[src/rtl/ram_fifo_ctrl_pkg.sv]
// Shared sizing helpers and port-operation encoding for the RAM-backed FIFO controller.
package ram_fifo_ctrl_pkg;

  localparam int unsigned DEFAULT_BUS_WIDTH     = 8;
  localparam int unsigned DEFAULT_ADDRESS_WIDTH = 8;

  // Operation the single RAM port carries in the current cycle.
  typedef enum logic [1:0] {
    PORT_IDLE = 2'd0,
    PORT_POP  = 2'd1,
    PORT_PUSH = 2'd2
  } port_op_e;

  function automatic int unsigned fifo_depth(input int unsigned address_width);
    return 32'd1 << address_width;
  endfunction

  function automatic int unsigned fifo_count_width(input int unsigned address_width);
    return address_width + 32'd1;
  endfunction

endpackage

[src/rtl/ram_fifo_ctrl_ptr_counter.sv]
// Wrapping up-counter used for the FIFO read and write pointers.
module ptr_counter #(
  parameter int unsigned WIDTH = 8
) (
  input  logic             clk,
  input  logic             rst_n,
  input  logic             en,
  output logic [WIDTH-1:0] ptr
);

  // Natural modulo-2^WIDTH wrap from all-ones back to zero.
  always_ff @(posedge clk or negedge rst_n) begin
    if (!rst_n) begin
      ptr <= '0;
    end else if (en) begin
      ptr <= ptr + WIDTH'(1);
    end
  end

endmodule

[src/rtl/ram_fifo_ctrl.sv]
// Synchronous FIFO controller driving a single-port RAM with combinational read.
module ram_fifo_ctrl
  import ram_fifo_ctrl_pkg::*;
#(
  parameter int unsigned BUS_WIDTH     = DEFAULT_BUS_WIDTH,
  parameter int unsigned ADDRESS_WIDTH = DEFAULT_ADDRESS_WIDTH
) (
  input  logic                       clk,
  input  logic                       rst_n,
  input  logic                       push,
  input  logic [BUS_WIDTH-1:0]       din,
  output logic                       push_ack,
  input  logic                       pop,
  output logic                       pop_ack,
  output logic [BUS_WIDTH-1:0]       dout,
  output logic                       dout_valid,
  output logic                       full,
  output logic                       empty,
  output logic [ADDRESS_WIDTH:0]     count,
  output logic [ADDRESS_WIDTH-1:0]   ram_ad,
  output logic                       ram_st,
  output logic [BUS_WIDTH-1:0]       ram_x,
  input  logic [BUS_WIDTH-1:0]       ram_o
);

  localparam int unsigned DEPTH       = fifo_depth(ADDRESS_WIDTH);
  localparam int unsigned COUNT_WIDTH = fifo_count_width(ADDRESS_WIDTH);

  logic [ADDRESS_WIDTH-1:0] wr_ptr;
  logic [ADDRESS_WIDTH-1:0] rd_ptr;
  logic [COUNT_WIDTH-1:0]   count_next;
  port_op_e                 op_c;

  // Pop wins the single port; push only proceeds when the port is otherwise free.
  assign pop_ack  = pop & ~empty;
  assign push_ack = push & ~full & ~pop_ack;
  assign ram_x    = din;

  always_comb begin
    op_c = PORT_IDLE;
    if (pop_ack) begin
      op_c = PORT_POP;
    end else if (push_ack) begin
      op_c = PORT_PUSH;
    end
  end

  // Address mux and occupancy update; idle cycles park the address on rd_ptr.
  always_comb begin
    ram_ad     = rd_ptr;
    ram_st     = 1'b0;
    count_next = count;
    unique case (op_c)
      PORT_POP: begin
        count_next = count - COUNT_WIDTH'(1);
      end
      PORT_PUSH: begin
        ram_ad     = wr_ptr;
        ram_st     = 1'b1;
        count_next = count + COUNT_WIDTH'(1);
      end
      default: begin
      end
    endcase
  end

  ptr_counter #(.WIDTH(ADDRESS_WIDTH)) u_wr_ptr (
    .clk   (clk),
    .rst_n (rst_n),
    .en    (push_ack),
    .ptr   (wr_ptr)
  );

  ptr_counter #(.WIDTH(ADDRESS_WIDTH)) u_rd_ptr (
    .clk   (clk),
    .rst_n (rst_n),
    .en    (pop_ack),
    .ptr   (rd_ptr)
  );

  // Flags derive from the next count so they track count in the same cycle.
  always_ff @(posedge clk or negedge rst_n) begin
    if (!rst_n) begin
      count <= '0;
      empty <= 1'b1;
      full  <= 1'b0;
    end else begin
      count <= count_next;
      empty <= (count_next == '0);
      full  <= (count_next == COUNT_WIDTH'(DEPTH));
    end
  end

  always_ff @(posedge clk or negedge rst_n) begin
    if (!rst_n) begin
      dout       <= '0;
      dout_valid <= 1'b0;
    end else begin
      dout_valid <= pop_ack;
      if (pop_ack) begin
        dout <= ram_o;
      end
    end
  end

endmodule

[config.mk]
export PLATFORM = sky130hd
export DESIGN_NAME = ram_fifo_ctrl
export DESIGN_NICKNAME = d
export VERILOG_FILES = /design/src/rtl/ram_fifo_ctrl_pkg.sv /design/src/rtl/ram_fifo_ctrl_ptr_counter.sv /design/src/rtl/ram_fifo_ctrl.sv
export SDC_FILE = /design/constraint.sdc
export NUM_CORES = 1
export LEC_CHECK = 0
export BUFFER_PORTS_ARGS = -buffer_cell sky130_fd_sc_hd__buf_2
export CAP_MARGIN = 5
export CELL_PAD_IN_SITES_DETAIL_PLACEMENT = 0
export CELL_PAD_IN_SITES_GLOBAL_PLACEMENT = 2
export CORE_ASPECT_RATIO = 1.1
export CORE_MARGIN = 2
export CORE_UTILIZATION = 31
export CTS_BUF_LIST = sky130_fd_sc_hd__clkbuf_4 sky130_fd_sc_hd__clkbuf_8 sky130_fd_sc_hd__clkbuf_16
export DETAILED_ROUTE_END_ITERATION = 6
export PLACE_DENSITY = 0.81
export SETUP_SLACK_MARGIN = 0.05
export SLEW_MARGIN = 40
export SYNTH_ARGS = -nofsm -noshare
export SYNTH_HDL_FRONTEND = slang
export SYNTH_HIERARCHICAL = 1
export SYNTH_SLANG_ARGS = --single-unit
[constraint.sdc]
create_clock -name clk -period 3.7 [get_ports clk]
set_clock_uncertainty 0.2 [all_clocks]
set_input_delay 0.925 -clock clk [delete_from_list [all_inputs] [get_ports clk]]
set_output_delay 0.925 -clock clk [all_outputs]
set_load 0.03 [all_outputs]
==> results.ini, run 1 <==
[global_route]
grt_max_degree=37
gr-total-overflow=0
grt_pass1_wl_um=7369
grt_usage_pct=13.27
antenna_found_initial=0
grt_pass1_vias=1538

[pwr]
p_sw_w=0.0009235
p_int_w=0.001126
switching_share_pct=45.06
power.density_nw_per_um2=856.2
pwr-share-clk_pct=16.9
power.leakage_nw=1.149
peakVddDrop_mv=0.3539
pwr-share-seq_pct=33.9
p_comb_share_pct=49.1

[layout]
nets=268
instances_no_fill=318
final_common_cell=buf_2
diodes=0
mostFrequentLayoutCells=buf_2 (41), nand2_1 (39), dfrtp_1 (35)
layout-drive-gt1-share_pct=29.41
area_delta_synth_final_pct=18.09

[min_path]
hold_path_class=reg -> reg
hold_start=u_wr_ptr/ptr[7]

[clocking]
cts_buffers=5
insertion_delay_ps=290
cts_resized=0
cts_buffer_depth=2
cts_tree=yes
postCtsHoldBufs=0
cts_max_level=2
path_clk_slew_ps=70
cts.sinks=36
cts_root_buffer=clkbuf_8
postCtsSetupRepairBufs=0

[timing]
period_minus_slack_ps=3251
report.final.slew_viol_count=0
hold_viol=0
worstMarginPinSlew_ps=475.1
setup_violations=0
fmax_ghz=0.3076
fin_crit_sh_pct=87.87
tns_ps=0
rsz0062_at_grt=false
slew-limit-headroom_pct=68.33

[yosys]
ys_ff_latch=36
seq_area_frac_synth_pct=44.51
yosysWarnings=6
ys_types=46
synth_nets=228
syn_inst=197
synth_ff_type=dfrtp_1
synth-edff-count=0
avgSynthCellArea_um2=10.29
synth-async-reset-ratio_pct=100.0
syn_area_um2=2027

[placed_design]
hpwl_um=3199
place_inst=310
port-buffer-count=42
gp_congestion=0.7692

[critical_path]
cp_max_fo=18
worst_ep_arrival_time_ps=2130
rrSetupSlack_ps=820
startpoint=pop
required_ps=2570
endpoint_kind=output pin
worstSetupEndpoint=ram_ad[0]
worstReg2RegStart=empty
worstSetupStartpointType=input pin
setup.worst_path.class=in -> out
regToRegEndpoint=empty
ff2ff_path_depth=10

[run_status]
status=finished, final reports clean

[routing]
vias=1517
drc=0
wl_per_cell_um=13.58
postRouteAntennaNets=0
wl_um=4319
drt_iter0_markers=61
first_pass_iters=4
viasPerCell=4.770

[floorplanning]
initial_core_util_pct=32.53
num_rows=30
core_um2=6231
fp.dieW_um=81.10
dieHeight_um=88.81
ioPinCount=59
die_area_um2=7202

[flow_run]
max-cap-violations=0

sequential cells by signal, indices dropped and copies added (netlist names):
signal / cells
count: 9
dout: 8
dout_valid: 1
empty: 1
full: 1
u_rd_ptr/ptr: 8
u_wr_ptr/ptr: 8
how the worst min path moves through the flow:
stage / endpoint / slack, ps / depth (start not counted)
6_report: u_wr_ptr/ptr[7] / 260 / 1
5_1_grt: u_rd_ptr/ptr[7] / 280 / 1
4_1_cts: u_wr_ptr/ptr[7] / 270 / 1
3_5_place_dp: u_wr_ptr/ptr[7] / 260 / 1
3_3_place_gp: u_wr_ptr/ptr[7] / 250 / 1
2_1_floorplan: u_rd_ptr/ptr[7] / 230 / 1
power by group through the flow:
stage	sequential, W	combinational (W)	clock (W)
floorplan	0.000781	0.000683	0
CTS	0.000698	0.00102	0.000359
detailed placement	0.000706	0.00101	0
global route	0.000723	0.00111	0.000380
finish	0.000696	0.00101	0.000347
global placement	0.000708	0.00101	0
per-layer routing:
layer  GRT usage [%]  up-vias  part of all wire, %
met5               0        -                    0
met4           4.160        0                 0.69
met3           3.673        2                  5.7
met2           21.41       39                   45
met1           17.31      721                   48
li1                -      755                    -
critical path, stage by stage:
cell      delay (ps)
buf_2            100
nand2b_1          90
inv_2             40
nor2_1           150
buf_4            270
mux2_1           360
buf_2            180
through the flow:
| stage | instance area [um2] | setup slack (ps) | total power, W | hold WS [ps] | utilization (%) |
|---|---|---|---|---|---|
| finish | 2394 | 448.7 | 0.002049 | 264.5 | 38.41 |
| global route | 2394 | 328.4 | 0.002216 | 282.5 | 38.41 |
| CTS | 2391 | 441.3 | 0.002076 | 268.2 | 38.37 |
| detailed placement | 2280 | 328.0 | 0.001717 | 256.3 | 36.59 |
| global placement | 2280 | 306.6 | 0.001717 | 253.2 | 36.59 |
| floorplan | 2029 | 75.70 | 0.001463 | 234.7 | - |
synthesized netlist by cell type (2+ instances only):
cell	instances	share of area, %
nand4_2	2	1.2
o21ai_0	2	0.49
xor2_1	8	3.5
nand4_1	6	1.9
nor4_1	2	0.62
nor2_1	11	2.0
inv_2	2	0.37
nor3_1	4	0.99
dfrtp_1	35	43
a21oi_1	4	0.99
mux2_1	9	5.0
nor2_2	2	0.62
nand2_1	39	7.2
xnor2_1	10	4.3
buf_4	9	3.3
buf_2	4	0.99
mux2_2	2	1.1
nand2b_1	4	1.2
o21ai_1	3	0.74
ha_1	10	6.2
inv_1	3	0.56
nand4b_1	2	0.86
logic make-up after synthesis:
group,count (synthesis),share of synthesized area [%]
xor+xnor,18,7.778
flops,36,44.51
buf+inv,18,5.247
compound gates,23,8.890
fa+ha+maj,11,7.161
simple gates,80,20.31
mux,11,6.111
cell type report:
type,count,area (um2)
fill,669,3837
multi-input combinational,143,1018
sequential,36,902.1
timing repair buffer,46,242.7
tap,80,100.1
clock buffer,5,68.82
clock inverter,3,42.54
inverter,5,18.77
Note: power is estimated with default switching activity, not from simulation.
==> run 2: changes to the inputs <==
Settings changed: GPL_TIMING_DRIVEN set to 0.
==> run 2 against run 1 <==
  * Register-to-register slack worse by 340 ps
  * Maximum frequency down 8.0%
  * Critical path depth up 2
  * Clock power down 12%
  * Critical path type unchanged
  * Critical endpoint is now ram_ad[1]
  * Largest power group unchanged
  * Highest routed layer unchanged
==> results.ini, run 2 (synthesis results as in run 1) <==
[timing]
tns_ps=0
rsz0062_at_grt=false
period_minus_slack_ps=3533
worst_hold_slack_ps=269.7
slew-limit-headroom_pct=68.54
report.final.slew_viol_count=0
fmax_ghz=0.2830
setup_violations=0
hold_viol=0
fin_crit_sh_pct=95.49
worstMarginPinSlew_ps=472.0

[layout]
postLayoutCellArea_um2=2539
diodes=0
mostFrequentLayoutCells=buf_2 (52), nand2_1 (39), dfrtp_1 (35)
multi_input_area_um2=1052
nets=288
register_area_um2=902.1
largest_register_ffs=9
area_delta_synth_final_pct=25.25
final_common_cell=buf_2
layout-drive-gt1-share_pct=36.58
fillers=681
largest-register=count

[routing]
wl_per_cell_um=13.22
viasPerCell=4.730
wl_um=4454
vias=1594
drc=0
drt_iter0_markers=26
postRouteAntennaNets=0
first_pass_iters=4

[flow_run]
max-cap-violations=0

[critical_path]
worst_ep_arrival_time_ps=2410
required_ps=2570
worstReg2RegStart=empty
ff2ff_path_depth=12
worstSetupStartpointType=input pin
cp_max_fo=17
setup.worst_path.class=in -> out
rrSetupSlack_ps=480
regToRegEndpoint=empty
endpoint_kind=output pin

[clocking]
cts_root_buffer=clkbuf_8
cts_buffers=5
insertion_delay_ps=290
path_clk_slew_ps=60
cts_tree=yes
cts.sinks=36
cts_buffer_depth=2
postCtsHoldBufs=0
cts_max_level=2

[floorplanning]
fp.dieW_um=81.10
dieHeight_um=88.81
ioPinCount=59
initial_core_util_pct=32.53
num_rows=30
die_area_um2=7202
core_um2=6231

[placed_design]
hpwl_um=3277
dpl_cell_area_um2=2382
port-buffer-count=50
gp_congestion=0.7762

[min_path]
hold_path_class=reg -> reg
hold_start=dout[6]
hold_depth=2
hold_path_end=dout[6]

[global_route]
gr-total-overflow=0
antenna_found_initial=0
grt_max_degree=37
grt_usage_pct=14.28
grt_pass1_wl_um=7879
grt_pass1_vias=1652

[pwr]
pwr-share-seq_pct=33.3
switching_share_pct=45.93
pwr-share-clk_pct=14.7
power.density_nw_per_um2=820.0
p_int_w=0.001126
p_comb_share_pct=52.0
peakVddDrop_mv=0.4541
power.leakage_nw=1.243
p_sw_w=0.0009562
power.total_w=0.002082

[run_status]
status=finished, final reports clean

## run 2: changes by cell type in the layout (fill, tap and decap cells not counted), sizes merged
cell / change
buf: +20
clkinvlp: -1
clkbuf: +2
clkinv: -1
bufinv: -1
## run 2: timing repair
item / 4_1_cts / 5_1_grt
gates resized for setup: 5 / 2
setup endpoints to repair: 2 / 2
setup buffers: 0 / 3
gates cloned: 0 / 0
pin swaps: 0 / 0
hold endpoints to repair: 0 / 0
## run 2: worst max-delay path by stage
stage | start | endpoint | slack, ps | cells after the start
finish | pop | ram_ad[1] | 170 | 9
global route | pop | full | 50 | 13
CTS | pop | full | 110 | 13
detailed placement | pop | full | -420 | 13
global placement | pop | full | -420 | 13
floorplan | pop | empty | 80 | 12
## run 2: worst max-delay path, stage by stage
cell,delay [ps]
buf_2,100
nand2b_1,80
inv_2,60
buf_2,220
nor2_2,200
buf_6,120
buf_4,170
mux2_1,350
buf_2,180
## run 2: power groups by stage
stage | Sequential, W | Clock, W | Combinational [W]
floorplan | 0.000781 | 0 | 0.000683
global placement | 0.000704 | 0 | 0.00102
detailed placement | 0.000702 | 0 | 0.00103
CTS | 0.000695 | 0.000318 | 0.00106
global route | 0.000725 | 0.000337 | 0.00121
finish | 0.000693 | 0.000306 | 0.00108
## run 2: final cells by class
class	instances	area share, %
multi-input combinational	143	41.45
sequential	36	35.53
timing repair buffer	53	10.84
tap	80	3.943
clock buffer	7	3.795
buffer	13	3.696
inverter	5	0.7393
## run 2: routing by layer
metal | GRT usage [%] | share of wire [%] | vias to the layer above
li1 | - | - | 798
met1 | 17.87 | 46 | 753
met2 | 24.12 | 48 | 41
met3 | 3.571 | 5.4 | 2
met4 | 4.622 | 0.52 | 0
met5 | 0 | 0 | -
## run 2: stage by stage
step,cells,util (%),setup WS [ps]
final,337,40.74,167.0
after global routing,337,40.74,52.41
after global placement,327,38.19,-418.8
after detailed placement,327,38.23,-419.9
after floorplan,197,-,75.70
after CTS,334,40.14,109.4
